[config.mk]
export PLATFORM = sky130hd
export DESIGN_NAME = replay_scheduler
export DESIGN_NICKNAME = d
export VERILOG_FILES = /design/src/rtl/replay_scheduler.sv
export SDC_FILE = /design/constraint.sdc
export NUM_CORES = 1
export LEC_CHECK = 0
export ABC_AREA = 1
export ABC_CLOCK_PERIOD_IN_PS = 3200
export CAP_MARGIN = 20
export CORE_ASPECT_RATIO = 1.1
export CORE_MARGIN = 2
export CORE_UTILIZATION = 52
export DETAILED_ROUTE_END_ITERATION = 16
export PLACE_DENSITY = 0.93
export SETUP_SLACK_MARGIN = 0.4
export SLEW_MARGIN = 20
export SYNTH_ARGS = -nofsm -noshare
export SYNTH_HDL_FRONTEND = slang
export SYNTH_SLANG_ARGS = --single-unit
[constraint.sdc]
create_clock -name clk -period 3.2 [get_ports clk]
set_input_delay 0.32 -clock clk [delete_from_list [all_inputs] [get_ports clk]]
set_output_delay 0.32 -clock clk [all_outputs]
set_load 0.05 [all_outputs]
[src/rtl/replay_scheduler.sv]
`default_nettype none
// ============================================================================
// Module  : replay_scheduler
// Brief   : Gamma-cycle sequencer for ping-pong replay buffers and output mux.
// Revision: 1.0
// ============================================================================
module replay_scheduler #(
    parameter int GAMMA_LEN   = 16,
    parameter int READ_STRIDE = 2,
    parameter int NUM_INPUTS  = 2,
    localparam int AW         = $clog2(GAMMA_LEN),
    localparam int MW         = $clog2(NUM_INPUTS)
) (
    input  logic          clk,
    input  logic          grst,
    input  logic          start,
    input  logic          stop,
    output logic          wr_en,
    output logic [AW-1:0] wr_addr,
    output logic          rd_valid,
    output logic [AW-1:0] rd_addr,
    output logic          bank_sel,
    output logic [MW-1:0] mux_sel,
    output logic          gamma_start,
    output logic          busy
);

    localparam int SW = (READ_STRIDE > 1) ? $clog2(READ_STRIDE) : 1;
    localparam int PW = AW + SW;
    localparam logic [AW-1:0] CYC_LAST = AW'(GAMMA_LEN - 1);
    localparam logic [MW-1:0] MUX_LAST = MW'(NUM_INPUTS - 1);
    localparam logic [AW:0]   RD_CNT   = (AW+1)'(GAMMA_LEN / READ_STRIDE);

    typedef enum logic [1:0] {
        IDLE  = 2'd0,
        PRIME = 2'd1,
        RUN   = 2'd2,
        DRAIN = 2'd3
    } state_t;

    state_t        state, state_nx;
    logic [AW-1:0] cyc, cyc_nx;
    logic          stop_pend, pend_nx;
    logic          bank_nx;
    logic [MW-1:0] mux_nx;
    logic          gs_nx;
    logic          rdv_nx;
    logic [PW-1:0] rd_prod;

    always_ff @(posedge clk or posedge grst) begin
        if (grst) begin
            state     <= IDLE;
            cyc       <= '0;
            stop_pend <= 1'b0;
        end else begin
            state     <= state_nx;
            cyc       <= cyc_nx;
            stop_pend <= pend_nx;
        end
    end

    always_comb begin
        state_nx = state;
        pend_nx  = stop_pend;
        bank_nx  = bank_sel;
        mux_nx   = mux_sel;
        gs_nx    = 1'b0;
        case (state)
            IDLE: begin
                if (start && !stop) begin
                    state_nx = PRIME;
                    gs_nx    = 1'b1;
                end
            end
            PRIME: begin
                if (stop) begin
                    state_nx = IDLE;
                end else if (cyc == CYC_LAST) begin
                    // First replay gamma keeps mux on input 0
                    state_nx = RUN;
                    bank_nx  = ~bank_sel;
                    gs_nx    = 1'b1;
                end
            end
            RUN: begin
                pend_nx = stop_pend | stop;
                if (cyc == CYC_LAST) begin
                    state_nx = pend_nx ? DRAIN : RUN;
                    bank_nx  = ~bank_sel;
                    mux_nx   = (mux_sel == MUX_LAST) ? '0 : mux_sel + 1'b1;
                    gs_nx    = 1'b1;
                end
            end
            DRAIN: begin
                if (cyc == CYC_LAST) begin
                    state_nx = IDLE;
                end
            end
            default: state_nx = IDLE;
        endcase
        if (state_nx == IDLE) begin
            pend_nx = 1'b0;
            bank_nx = 1'b0;
            mux_nx  = '0;
        end
    end

    // GAMMA_LEN is a power of two, so the counter wraps on its own
    assign cyc_nx  = (state == IDLE || state_nx == IDLE) ? '0 : cyc + 1'b1;
    assign rdv_nx  = (state_nx == RUN || state_nx == DRAIN) && ({1'b0, cyc_nx} < RD_CNT);
    assign rd_prod = PW'(cyc_nx) * PW'(READ_STRIDE);

    always_ff @(posedge clk or posedge grst) begin
        if (grst) begin
            wr_en       <= 1'b0;
            wr_addr     <= '0;
            rd_valid    <= 1'b0;
            rd_addr     <= '0;
            bank_sel    <= 1'b0;
            mux_sel     <= '0;
            gamma_start <= 1'b0;
            busy        <= 1'b0;
        end else begin
            wr_en       <= (state_nx == PRIME) || (state_nx == RUN);
            wr_addr     <= ((state_nx == PRIME) || (state_nx == RUN)) ? cyc_nx : '0;
            rd_valid    <= rdv_nx;
            rd_addr     <= rdv_nx ? rd_prod[AW-1:0] : '0;
            bank_sel    <= bank_nx;
            mux_sel     <= mux_nx;
            gamma_start <= gs_nx;
            busy        <= (state_nx != IDLE);
        end
    end

endmodule
`default_nettype wire

; ---- Word-level counts from Yosys, hierarchy flattened
; Cells that the tools add are included.
[totals]
regBits = 21
latch_bits = 0
ramBits = 0
word_cells = 62
inputBits = 4
memories = 0
rom_bits = 0
[classes]
n_addsub = 2
reduce_logical = 14
shift = 0
div_mod_pow = 0
n_mux = 24
mul = 0
magnitude_cmp = 1
n_eq_ne = 8
bitwise_logic = 2
[op_table]
columns = op, count
row1 = $mux W1, 13
row2 = $mux W4, 3
row3 = $mux W2, 5
row4 = $eq A2 B2 Y1 const B, 4
row5 = $pmux W2 S4, 1
row6 = $reduce_bool A2 Y1, 3
row7 = $add A4 B1 Y4 const B, 1
row8 = $eq A2 B1 Y1 const B, 2
row9 = $eq A4 B4 Y1 const B, 1
row10 = $logic_not A2 Y1, 2
row11 = $lt A4 B4 Y1 const B, 1
row12 = $reduce_and A2 Y1, 2
row13 = $logic_or A1 B1 Y1, 3
row14 = $ne A3 B3 Y1 const B, 1
row15 = $pmux W1 S3, 1
row16 = $reduce_bool A3 Y1, 1
row17 = $logic_and A1 B1 Y1, 2
row18 = $pmux W1 S2, 1
row19 = $add A1 B1 Y1 const B, 1
row20 = $logic_not A1 Y1, 1
row21 = $not A1 Y1, 1
row22 = $or A1 B1 Y1, 1

; ---- Longest topological paths before layout
[depth]
word_depth = 10
mapped_depth = 12
mapped_depth_nobuf = 12

; ---- Worst setup path before layout
; OpenSTA, ideal clock, no wires.
[synth_timing]
path_kind = flip-flop to flip-flop
startpoint = register cyc[0]
endpoint = register rd_addr[1]
path_stages_with_launch = 12
t_required_ns = 3.130
path_slack_ns = 1.334
arrival_ns = 1.796
n_path_buf = 0
setup_ns = 0.070
cell_sequence = dfrtp_1 -> ha_1 -> nand3_1 -> nor2_1 -> o21ai_0 -> nand3_1 -> inv_1 -> ha_1 -> nor2_4 -> inv_2 -> or2_4 -> nor2_2
[synth_via]
elab_chain_cells = 10
elab_cells_between_ends = 16
cone_classes = add/sub (1) / order compare (1) / eq/ne (3) / mux (7) / reduce/logical (4)
[synth_rtl]
columns = element, line_no
row1 = from (decl), 42  ; logic [AW-1:0] cyc, cyc_nx;
row2 = from (signal assigned), 57  ; cyc <= cyc_nx;
row3 = $eq A4 B4 Y1 *, "78, 87, 95"
row4 = $mux W2, 78  ; end else if (cyc == CYC_LAST) begin
row5 = $mux W2, 76  ; if (stop) begin
row6 = $pmux W2 S4 *, 68  ; case (state)
row7 = net state_nx[0], 41  ; state_t state, state_nx;
row8 = $logic_not A2 Y1, 109  ; assign cyc_nx = (state == IDLE || state_nx == IDLE) ? '0 : cyc + 1'b1;
row9 = $logic_or A1 B1 Y1, 109
row10 = $mux W4, 109
row11 = $lt A4 B4 Y1, 110  ; assign rdv_nx = (state_nx == RUN || state_nx == DRAIN) && ({1'b0, cyc_nx} < RD_CNT);
row12 = $logic_and A1 B1 Y1, 110
row13 = $mux W4 *, 127  ; rd_addr <= rdv_nx ? rd_prod[AW-1:0] : '0;
row14 = to (signal assigned), 127
row15 = to (decl), 21  ; output logic [AW-1:0] rd_addr,
; Mark *: on every way through the listed nets, which the timed path passes. The rest lies on a longest branch.
; A chain may end at the register's enable or synchronous reset.

; ---- Worst setup path after layout
[layout_timing]
startpoint = register cyc[0]
endpoint = register rd_addr[2]
; Same word-level chain as after synthesis.

==> metrics.md <==
| Metric | Value |
|---|---|
| Status | `finished, final reports clean` |
| Share of cells above drive strength 1 | `9.91%` |
| Crit path time final | `2240 ps` |
| CTS tree | `done` |
| Slew Limit Fails | `0` |
| GP Congestion | `0.847` |
| Post-place setup slack | `1000 ps` |
| Syn avg cell area | `9.36 um2` |
| Pwr Total | `502 uW` |
| Inst Count DP | `124` |
| DR vias | `699` |
| Final Cycle Share | `70.0%` |
| # DRC | `0` |
| CTS hold repair buffers | `0` |
| Largest net degree at the start of global routing | `21` |
| Total negative slack | `0 ps` |
| Lkg Pwr | `0.572 nW` |
| Post-synthesis net count | `100` |
| CTS Root Buffer Type | `clkbuf_4` |
| Net Switching | `143 uW` |
| Synth-to-Final Area Change | `24.4%` |
| RSZ-0062 raised after global routing | `no` |
| Yosys top cell area share | `58.1%` |
| H-tree depth | `1` |
| Chip Width | `42.8 um` |
| Clock slew at reported path FFs | `110 ps` |
| Total global-route track usage | `19.9%` |
| WL met1 | `691 um` |
| Met3 WL | `128 um` |
| Synth area leaders | `dfrtp_1, inv_1, ha_1, nor2_1, nand3_1` |
| Post-CTS Setup Inserts | `0` |
| Distinct cells, synth | `17` |
| Final WS setup | `960 ps` |
| Drt first pass iters | `6` |
| ANT cells | `0` |
| Worst Tran Pin Value | `742 ps` |
| Clock network power share | `29.1%` |
| DR iter-0 viols | `39` |
| Vias/cell | `5.46` |
| Pwr dens | `469 nW/um2` |
| Layout Skew | `8.55 ps` |
| VDD IR max | `0.301 mV` |
| Syn Inst Count | `92` |
| Total Die Area | `2000 um2` |
| Final core utilization | `68.8%` |
| CTS resizes | `0` |
| Final ANT Viol Nets | `0` |
| Total CTS buffers | `3` |
| Multi-input logic area | `285 um2` |
| Starting Density | `55.3%` |
| PortBufs | `16` |
| Int Power | `358 uW` |
| Die H | `46.7 um` |
| Clock Latency Late Sink | `300 ps` |
| Row cnt | `15` |
| Final net count | `120` |
| Vias in the first global route | `641` |
| Slew headroom | `50.5%` |
| Final non-filler cell total | `128` |
| Max Root-Sink Buffers | `2` |
| Biggest area consumer among synthesized cells | `dfrtp_1` |
| Global-route wire length before repair | `2.75 mm` |
| Critical Path Sink Type | `flop` |
| CP Launch Type | `flop` |
| Reg area | `500 um2` |
| Top Ports | `18` |
| Crit path kind | `flop to flop` |
| Core Area | `1560 um2` |
| FMAX | `446 MHz` |
| Filler cells | `111` |
| Setup-failing EPs final | `0` |
| #FFs+latches synth | `20` |
| Crit-path max FO | `4` |
| CP Data Arrival Time | `2430 ps` |
| Total detailed-routing wirelength | `1.74 mm` |
| Global route overflow | `0` |
| Sequential area share after synthesis | `58.1%` |
| Seq pwr share | `53.6%` |
| Initial antenna violation count | `0` |
| Top routing layer in use | `met4` |
| Synth Warn # | `0` |
| Required time of the worst setup path | `3390 ps` |
| Comb power frac | `17.3%` |
| Mapped Area | `861 um2` |
| WL/cell | `13.6 um` |
| Detailed placer's ending HPWL | `1.18 mm` |
| Switch share | `28.6%` |
| WL met2 | `856 um` |
| Tightest Hold Check Type | `input port to async pin` |
| Final hold violation count | `0` |
| CTS Sinks | `20` |
| Max Cap Viol | `0` |
==> placed cells by master (no fill, tap or decap), types with 4 or more instances in the layout <==
cell type,netlist,layout
dfrtp_1,20,20
nor2_1,13,13
ha_1,4,4
inv_1,17,17
nand2_1,11,11
nand3_1,9,9
o21ai_0,4,4
clkdlybuf4s50_1,0,16
==> worst paths after layout <==
path / from / to / slack, ps / cells after the start
setup / recovery: cyc[0] / rd_addr[2] / 960 / 11
hold / removal: grst / wr_addr[2] / 430 / 2
setup reg to reg: cyc[0] / rd_addr[2] / 960 / 11
hold reg to reg: bank_sel / bank_sel / 530 / 2
max in group asynchronous: grst / cyc[1] / 2300 / 2
min in group clk: bank_sel / bank_sel / 530 / 2
==> registers in the layout, summed over array words and instances (netlist names) <==
signal and flops:
gamma_start 1, mux_sel 1, state 2, rd_addr 3, cyc 4, wr_en 1, stop_pend 1, wr_addr 4
busy 1, bank_sel 1, rd_valid 1
==> metrics by stage <==
step | instance area [um2] | hold slack [ps]
finish | 1070 | 432
CTS | 1070 | 461
detailed placement | 1030 | 504
global placement | 1030 | 501
global route | 1070 | 506
floorplan | 861 | 284
==> layout make-up <==
| class | count | area share (%) |
|---|---|---|
| Sequential cell | 20 | 46.7 |
| Clock buffer | 4 | 3.39 |
| Inverter | 18 | 6.31 |
| Multi-Input combinational cell | 53 | 26.6 |
| Tap cell | 17 | 1.99 |
| Timing Repair Buffer | 16 | 15.0 |
==> power by group through the flow <==
stage	Combinational (mW)	Clock, mW	Sequential, mW
6_report	0.0870	0.146	0.269
3_5_place_dp	0.0856	0	0.274
4_1_cts	0.0872	0.149	0.269
5_1_grt	0.0935	0.162	0.270
3_3_place_gp	0.0839	0	0.273
2_1_floorplan	0.0344	0	0.298
==> per-layer routing <==
metal	vias up	global-route usage (%)
li1	320	-
met1	324	24.1
met2	45	31.2
met3	10	3.92
met4	0	15.6
met5	-	0
==> Yosys cell counts <==
cell	instances
nand3_1	9
a21oi_1	1
nor2_4	1
dfrtp_1	20
conb_1	1
nor2_2	3
nand2_1	11
or2_4	1
inv_2	1
buf_4	1
nand4_1	3
o211ai_1	1
or2_2	1
o21ai_0	4
inv_1	17
nor2_1	13
ha_1	4
==> logic make-up after synthesis <==
family,after synthesis,share of synthesized area (%)
other cells,1,0.436
flops,20,58.1
compound gates,6,3.78
buf+inv,19,8.72
fa+ha+maj,4,5.81
simple gates,42,23.1
==> critical path, cell delays in order, from the launching register on <==
cell and delay [ps]:
dfrtp_1 420, ha_1 210, nand3_1 170, nor2_1 190
o21ai_0 110, nand3_1 130, inv_1 80, ha_1 270
nor2_4 180, nand3_1 130, nand2_1 170, nor2_1 80
(Power assumes the default switching activity.)
